--- config.mk ---
export PLATFORM = sky130hd
export DESIGN_NAME = systolic_pe_flat
export DESIGN_NICKNAME = d
export VERILOG_FILES = /design/src/rtl/systolic_pkg.sv /design/src/rtl/systolic_pe_if.sv /design/src/rtl/systolic_sat_add.sv /design/src/rtl/systolic_pe.sv /design/src/flat_wrapper.sv
export SDC_FILE = /design/constraint.sdc
export NUM_CORES = 1
export LEC_CHECK = 0
export ABC_CLOCK_PERIOD_IN_PS = 17700
export BUFFER_PORTS_ARGS = -buffer_cell sky130_fd_sc_hd__buf_2
export CAP_MARGIN = 20
export CORE_AREA = 4 4 144 250
export DETAILED_ROUTE_END_ITERATION = 8
export DIE_AREA = 0 0 148 254
export PLACE_DENSITY = 0.68
export SYNTH_ARGS = -nofsm -noshare
export SYNTH_HDL_FRONTEND = slang
export SYNTH_HIERARCHICAL = 1
export SYNTH_SLANG_ARGS = --single-unit
--- constraint.sdc ---
create_clock -name clk -period 17.7 [get_ports clk]
set_clock_uncertainty 0.05 [all_clocks]
set_input_delay 1.77 -clock clk [delete_from_list [all_inputs] [get_ports clk]]
set_output_delay 1.77 -clock clk [all_outputs]
set_load 0.01 [all_outputs]
--- src/rtl/systolic_pkg.sv ---
// Shared types, default widths and saturation bounds for the systolic GEMM/conv array.
package systolic_pkg;

  localparam int unsigned IN_WIDTH_DEF  = 16;
  localparam int unsigned OUT_WIDTH_DEF = 32;
  localparam int unsigned OUT_SCALE_DEF = 0;

  typedef logic signed [IN_WIDTH_DEF-1:0]  act_t;
  typedef logic signed [IN_WIDTH_DEF-1:0]  weight_t;
  typedef logic signed [OUT_WIDTH_DEF-1:0] psum_t;

  // Bounds of a width-bit two's-complement value, widened to 64 bits (width <= 64).
  function automatic logic signed [63:0] sat_max(input int unsigned width);
    sat_max = (64'sd1 <<< (width - 32'd1)) - 64'sd1;
  endfunction

  function automatic logic signed [63:0] sat_min(input int unsigned width);
    sat_min = -(64'sd1 <<< (width - 32'd1));
  endfunction

endpackage

--- src/rtl/systolic_pe_if.sv ---
// Neighbour-facing bus of one processing element: west/north inputs, east/south outputs.
interface systolic_pe_if
  import systolic_pkg::*;
#(
  parameter int unsigned IN_WIDTH  = IN_WIDTH_DEF,
  parameter int unsigned OUT_WIDTH = OUT_WIDTH_DEF
);

  logic signed [IN_WIDTH-1:0]  act_in;
  logic                        valid_in;
  logic signed [OUT_WIDTH-1:0] psum_in;
  logic signed [IN_WIDTH-1:0]  weight_in;
  logic                        weight_load;
  logic                        weight_swap;
  logic                        sat_clr;
  logic signed [IN_WIDTH-1:0]  act_out;
  logic                        valid_out;
  logic signed [IN_WIDTH-1:0]  weight_out;
  logic signed [OUT_WIDTH-1:0] psum_out;
  logic                        psum_valid;
  logic                        sat_flag;

  modport master (
    output act_in, valid_in, psum_in, weight_in, weight_load, weight_swap, sat_clr,
    input  act_out, valid_out, weight_out, psum_out, psum_valid, sat_flag
  );

  modport slave (
    input  act_in, valid_in, psum_in, weight_in, weight_load, weight_swap, sat_clr,
    output act_out, valid_out, weight_out, psum_out, psum_valid, sat_flag
  );

endinterface

--- src/rtl/systolic_sat_add.sv ---
// Combinational signed adder with overflow detect; clamps only when SYSTOLIC_PE_SAT_EN is defined.
module systolic_sat_add
  import systolic_pkg::*;
#(
  parameter int unsigned WIDTH = OUT_WIDTH_DEF
) (
  input  logic signed [WIDTH-1:0] a_in,
  input  logic signed [WIDTH-1:0] b_in,
  output logic signed [WIDTH-1:0] sum_out,
  output logic                    ovf_out
);

  logic signed [WIDTH:0] sum_full_s;

`ifdef SYSTOLIC_PE_SAT_EN
  localparam logic signed [WIDTH-1:0] MAX_C = WIDTH'(sat_max(WIDTH));
  localparam logic signed [WIDTH-1:0] MIN_C = WIDTH'(sat_min(WIDTH));
`endif

  // One guard bit: overflow whenever the guard and the result sign disagree.
  always_comb begin
    sum_full_s = {a_in[WIDTH-1], a_in} + {b_in[WIDTH-1], b_in};
    ovf_out    = sum_full_s[WIDTH] ^ sum_full_s[WIDTH-1];
`ifdef SYSTOLIC_PE_SAT_EN
    if (ovf_out) begin
      sum_out = sum_full_s[WIDTH] ? MIN_C : MAX_C;
    end else begin
      sum_out = sum_full_s[WIDTH-1:0];
    end
`else
    sum_out = sum_full_s[WIDTH-1:0];
`endif
  end

endmodule

--- src/rtl/systolic_pe.sv ---
// Weight-stationary systolic PE: double-buffered weight, two-stage valid-qualified MAC.
// Optional saturating accumulate with sticky flag: define SYSTOLIC_PE_SAT_EN.
module systolic_pe
  import systolic_pkg::*;
#(
  parameter int unsigned IN_WIDTH  = IN_WIDTH_DEF,
  parameter int unsigned OUT_WIDTH = OUT_WIDTH_DEF,
  parameter int unsigned OUT_SCALE = OUT_SCALE_DEF
) (
  input logic          clk,
  input logic          arst_n_in,
  systolic_pe_if.slave bus
);

  typedef logic signed [IN_WIDTH-1:0]   in_t;
  typedef logic signed [OUT_WIDTH-1:0]  out_t;
  typedef logic signed [2*IN_WIDTH-1:0] prod_t;

  in_t   w_shadow_q, w_shadow_d;
  in_t   w_active_q, w_active_d;
  in_t   act_q, act_d;
  logic  valid_q, valid_d;
  out_t  prod_q, prod_d;
  out_t  psum_q, psum_d;
  logic  v1_q, v1_d;
  out_t  psum_out_q, psum_out_d;
  logic  psum_valid_q, psum_valid_d;
  logic  sat_flag_q, sat_flag_d;

  prod_t prod_full_s;
  prod_t prod_shift_s;
  out_t  add_sum_s;
  logic  add_ovf_s;

  systolic_sat_add #(.WIDTH(OUT_WIDTH)) u_add (
    .a_in    (psum_q),
    .b_in    (prod_q),
    .sum_out (add_sum_s),
    .ovf_out (add_ovf_s)
  );

`ifndef SYSTOLIC_PE_SAT_EN
  logic unused_s;
  assign unused_s = add_ovf_s ^ bus.sat_clr;
`endif

  // Next-state for weights, both pipeline stages, forwarding and the saturation flag.
  always_comb begin
    prod_full_s  = prod_t'(bus.act_in) * prod_t'(w_active_q);
    prod_shift_s = prod_full_s >>> OUT_SCALE;

    if (bus.weight_load) begin
      w_shadow_d = bus.weight_in;
    end else begin
      w_shadow_d = w_shadow_q;
    end
    // A swap always sees the pre-load shadow, so load+swap moves the old shadow.
    if (bus.weight_swap) begin
      w_active_d = w_shadow_q;
    end else begin
      w_active_d = w_active_q;
    end

    act_d   = bus.act_in;
    valid_d = bus.valid_in;

    v1_d = bus.valid_in;
    if (bus.valid_in) begin
      prod_d = out_t'(prod_shift_s);
      psum_d = bus.psum_in;
    end else begin
      prod_d = prod_q;
      psum_d = psum_q;
    end

    psum_valid_d = v1_q;
    if (v1_q) begin
      psum_out_d = add_sum_s;
    end else begin
      psum_out_d = psum_out_q;
    end

`ifdef SYSTOLIC_PE_SAT_EN
    // A clamp in the same cycle as a clear wins.
    if (v1_q && add_ovf_s) begin
      sat_flag_d = 1'b1;
    end else if (bus.sat_clr) begin
      sat_flag_d = 1'b0;
    end else begin
      sat_flag_d = sat_flag_q;
    end
`else
    sat_flag_d = 1'b0;
`endif
  end

  // State registers; everything clears on reset so in-flight samples are dropped.
  always_ff @(posedge clk or negedge arst_n_in) begin
    if (!arst_n_in) begin
      w_shadow_q   <= '0;
      w_active_q   <= '0;
      act_q        <= '0;
      valid_q      <= 1'b0;
      prod_q       <= '0;
      psum_q       <= '0;
      v1_q         <= 1'b0;
      psum_out_q   <= '0;
      psum_valid_q <= 1'b0;
      sat_flag_q   <= 1'b0;
    end else begin
      w_shadow_q   <= w_shadow_d;
      w_active_q   <= w_active_d;
      act_q        <= act_d;
      valid_q      <= valid_d;
      prod_q       <= prod_d;
      psum_q       <= psum_d;
      v1_q         <= v1_d;
      psum_out_q   <= psum_out_d;
      psum_valid_q <= psum_valid_d;
      sat_flag_q   <= sat_flag_d;
    end
  end

  assign bus.act_out    = act_q;
  assign bus.valid_out  = valid_q;
  assign bus.weight_out = w_shadow_q;
  assign bus.psum_out   = psum_out_q;
  assign bus.psum_valid = psum_valid_q;
  assign bus.sat_flag   = sat_flag_q;

endmodule

--- src/flat_wrapper.sv ---
// flat-port wrapper written by rule: the top's interface ports become plain ports
module systolic_pe_flat import systolic_pkg::*;
#(
  parameter int unsigned IN_WIDTH  = IN_WIDTH_DEF,
  parameter int unsigned OUT_WIDTH = OUT_WIDTH_DEF,
  parameter int unsigned OUT_SCALE = OUT_SCALE_DEF
)
  (clk, arst_n_in, bus_act_in, bus_valid_in, bus_psum_in, bus_weight_in, bus_weight_load, bus_weight_swap, bus_sat_clr, bus_act_out, bus_valid_out, bus_weight_out, bus_psum_out, bus_psum_valid, bus_sat_flag);
  systolic_pe_if #(.IN_WIDTH(IN_WIDTH), .OUT_WIDTH(OUT_WIDTH)) bus_i ();
  input logic clk;
  input logic arst_n_in;
  input wire logic [$bits(bus_i.act_in)-1:0] bus_act_in;
  input wire logic [$bits(bus_i.valid_in)-1:0] bus_valid_in;
  input wire logic [$bits(bus_i.psum_in)-1:0] bus_psum_in;
  input wire logic [$bits(bus_i.weight_in)-1:0] bus_weight_in;
  input wire logic [$bits(bus_i.weight_load)-1:0] bus_weight_load;
  input wire logic [$bits(bus_i.weight_swap)-1:0] bus_weight_swap;
  input wire logic [$bits(bus_i.sat_clr)-1:0] bus_sat_clr;
  output wire logic [$bits(bus_i.act_out)-1:0] bus_act_out;
  output wire logic [$bits(bus_i.valid_out)-1:0] bus_valid_out;
  output wire logic [$bits(bus_i.weight_out)-1:0] bus_weight_out;
  output wire logic [$bits(bus_i.psum_out)-1:0] bus_psum_out;
  output wire logic [$bits(bus_i.psum_valid)-1:0] bus_psum_valid;
  output wire logic [$bits(bus_i.sat_flag)-1:0] bus_sat_flag;
  assign bus_i.act_in = bus_act_in;
  assign bus_i.valid_in = bus_valid_in;
  assign bus_i.psum_in = bus_psum_in;
  assign bus_i.weight_in = bus_weight_in;
  assign bus_i.weight_load = bus_weight_load;
  assign bus_i.weight_swap = bus_weight_swap;
  assign bus_i.sat_clr = bus_sat_clr;
  assign bus_act_out = bus_i.act_out;
  assign bus_valid_out = bus_i.valid_out;
  assign bus_weight_out = bus_i.weight_out;
  assign bus_psum_out = bus_i.psum_out;
  assign bus_psum_valid = bus_i.psum_valid;
  assign bus_sat_flag = bus_i.sat_flag;
  systolic_pe #(.IN_WIDTH(IN_WIDTH), .OUT_WIDTH(OUT_WIDTH), .OUT_SCALE(OUT_SCALE)) u_core (.clk(clk), .arst_n_in(arst_n_in), .bus(bus_i));
endmodule
==> metrics.log <==
[metrics] Net Count, Synth: 2078
[metrics] Crit. End Element: register
[metrics] number of top-level pins: between 100 and 150
[metrics] number of global-route vias before repair: 13053
[metrics] total core area: 0.0339 mm2
[metrics] Syn Area/Cell: 10.3 um2
[metrics] setup repair after global routing missed its margin: no
[metrics] post-route ant nets: 0
[metrics] Clk pin slew, worst setup/hold paths: 0.06 ns
[metrics] htree depth: 4
[metrics] Final TNS setup: 0 ns
[metrics] detailed-route DRC error count: 0
[metrics] final-stage net count: 2171
[metrics] final global-route overflow total: 0
[metrics] total of max-cap violations: 0
[metrics] number of cells on the worst reg-to-reg path: 19
[metrics] beginning of the critical path: bus_act_in[15]
[metrics] final worst path period share: 0.438
[metrics] total via count after detailed routing: 11685
[metrics] final setup violation count: 0
[metrics] highest clock rate: 129 MHz
[metrics] die height: between 200 and 300 um
[metrics] Post-CTS Repair Setup Buffers: 0
[metrics] CTS Buf Count: 17
[metrics] area grow syn2layout: 9.65%
[metrics] run status: completed
[metrics] Port-buffer cells: 134
[metrics] area enclosed by the die boundary: roughly 0.038 mm2
[metrics] Num Clock Sinks: about 150
[metrics] hpwl dp: 29800 um
[metrics] average wire per cell in the routed design: 17.6 um
[metrics] post-CTS sizing: 0
[metrics] largest fanout on the critical path: 17
[metrics] antenna cells: 0
[metrics] number of warnings printed during yosys synthesis: 6
[metrics] Root Buffer Master: sky130_fd_sc_hd__clkbuf_16
[metrics] starting density of the core: 0.496
[metrics] post-synthesis instance total: between 1500 and 2000
[metrics] total of hold buffers inserted after clock tree synthesis: 0
[metrics] capture instance of the worst register-to-register path: u_core/prod_q[30]$_DFFE_PN0P_
[metrics] signal arrival time at the worst endpoint: 7.98 ns
[metrics] startpoint type of the worst setup path: input port
[metrics] critical register-to-register path startpoint: u_core/w_active_q[2]$_DFFE_PN0P_
[metrics] initial antenna violation count: 0
[metrics] pin count of the biggest net entering global routing: 93
[metrics] total global routing track utilization: 0.218
[metrics] share of cells above drive strength 1: 0.178
[metrics] Std-Cell Rows: 89
[metrics] slew at the pin closest to its max-slew limit: 0.889 ns
[metrics] Final Max Slew Viols: 0
[metrics] final estimated routing congestion in global placement: between 0.8 and 0.9
[metrics] required time reported for the critical path endpoint: between 15 and 20 ns
[metrics] count of endpoints failing hold in the final timing report: 0
[metrics] number of filler instances in the final layout: between 3000 and 4000
[metrics] overall die width: 148 um
[metrics] number of detailed-route iterations in the first pass: 5
[metrics] Via density: 5.33
[metrics] Clk Latency, worst-skew pair: 0.45 ns
[metrics] CTS tree: yes
[metrics] initial DRC count: 469
[metrics] final wirelength: 38500 um
[metrics] number of buffers on the longest clock path: 2
[metrics] class of the tightest hold or removal check: reg2reg
[metrics] first-pass GRT wire length: about 65000 um
[metrics] timing endpoint of the critical path: u_core/prod_q[30]$_DFFE_PN0P_
[metrics] Mapped Area: 0.0168 mm2
[metrics] normalized max-slew margin: 0.407
[metrics] worst setup slack for register-to-register paths: 10.75 ns
[metrics] WS Path Type: in2reg
[metrics] Final min period: 7.75 ns
cells in the final DEF (no fill, tap or decap), types with 7 or more instances in the layout:
cell type	n
sky130_fd_sc_hd__ha_1	114
sky130_fd_sc_hd__buf_2	133
sky130_fd_sc_hd__fa_1	263
sky130_fd_sc_hd__xnor2_1	35
sky130_fd_sc_hd__nand3_1	16
sky130_fd_sc_hd__dfrtp_1	146
sky130_fd_sc_hd__clkbuf_16	17
sky130_fd_sc_hd__and2_1	123
sky130_fd_sc_hd__o21a_1	7
sky130_fd_sc_hd__o21bai_1	8
sky130_fd_sc_hd__a21o_1	34
sky130_fd_sc_hd__inv_1	301
sky130_fd_sc_hd__a21oi_1	58
sky130_fd_sc_hd__o21ai_0	23
sky130_fd_sc_hd__nor2_1	37
sky130_fd_sc_hd__mux2_2	115
sky130_fd_sc_hd__xor2_1	24
sky130_fd_sc_hd__nand2_1	153
sky130_fd_sc_hd__nor3_1	10
metal layers:
layer / vias up / wire length (um) / global-route usage
li1: 5333 / - / -
met1: 5942 / 14600 / 0.249
met2: 315 / 20700 / 0.402
met3: 95 / 1720 / 0.0360
met4: 0 / 1510 / 0.0943
met5: - / 0 / 0
sequential cells by signal, summed over array words and instances (netlist names):
name	count
u_core/bus.act_out	16
u_core/bus.psum_out	32
u_core/bus.psum_valid	1
u_core/bus.weight_out	16
u_core/prod_q	32
u_core/psum_q	32
u_core/psum_valid_d	1
u_core/w_active_q	16
worst max-delay path: stages:
cell and delay, ns:
sky130_fd_sc_hd__buf_2 0.31, sky130_fd_sc_hd__nand2_1 0.15, sky130_fd_sc_hd__inv_1 0.12, sky130_fd_sc_hd__fa_1 0.57, sky130_fd_sc_hd__fa_1 0.90, sky130_fd_sc_hd__fa_1 0.54, sky130_fd_sc_hd__fa_1 0.53, sky130_fd_sc_hd__fa_1 0.49
sky130_fd_sc_hd__inv_1 0.05, sky130_fd_sc_hd__fa_1 0.49, sky130_fd_sc_hd__inv_1 0.04, sky130_fd_sc_hd__ha_1 0.36, sky130_fd_sc_hd__a21oi_1 0.31, sky130_fd_sc_hd__o211ai_1 0.18, sky130_fd_sc_hd__a221o_1 0.34, sky130_fd_sc_hd__a21oi_1 0.18
sky130_fd_sc_hd__o21ai_2 0.10, sky130_fd_sc_hd__a41oi_1 0.27, sky130_fd_sc_hd__xor2_1 0.18, sky130_fd_sc_hd__a21oi_1 0.08
stage by stage:
stage	setup WS, ns	hold WS [ns]	std cells	instance area, um2	util
6_report	9.95	0.442	2192	18400	0.544
5_1_grt	9.65	0.469	2192	18400	0.544
4_1_cts	10.01	0.450	2192	18400	0.544
3_5_place_dp	9.55	0.435	2160	17800	0.526
3_3_place_gp	9.63	0.425	2160	17800	0.526
2_1_floorplan	10.26	0.383	1631	16800	-
layout make-up:
class                   instances  area, um2  share of cell area
flip-flops and latches        146       3650               0.199
inverters                     301       1130              0.0614
repair buffers                138        707              0.0384
clock buffers                  18        439              0.0239
clock inverters                14        153             0.00829
well taps                     455        569              0.0309
multi-input cells            1120      11800               0.639
how the worst min path moves through the flow:
stage	from	end	slack, ns	depth (start not counted)
2_1_floorplan	u_core/psum_valid_d$_DFF_PN0_	u_core/bus.psum_valid$_DFF_PN0_	0.38	0
3_5_place_dp	u_core/prod_q[21]$_DFFE_PN0P_	u_core/prod_q[21]$_DFFE_PN0P_	0.43	2
3_3_place_gp	u_core/prod_q[15]$_DFFE_PN0P_	u_core/prod_q[15]$_DFFE_PN0P_	0.43	2
5_1_grt	u_core/bus.psum_out[25]$_DFFE_PN0P_	u_core/bus.psum_out[25]$_DFFE_PN0P_	0.47	1
6_report	u_core/prod_q[21]$_DFFE_PN0P_	u_core/prod_q[21]$_DFFE_PN0P_	0.44	2
4_1_cts	u_core/prod_q[21]$_DFFE_PN0P_	u_core/prod_q[21]$_DFFE_PN0P_	0.45	2
Power is not shown: default switching activity piles up to over one toggle a cycle in this logic, so the estimate is an artifact.
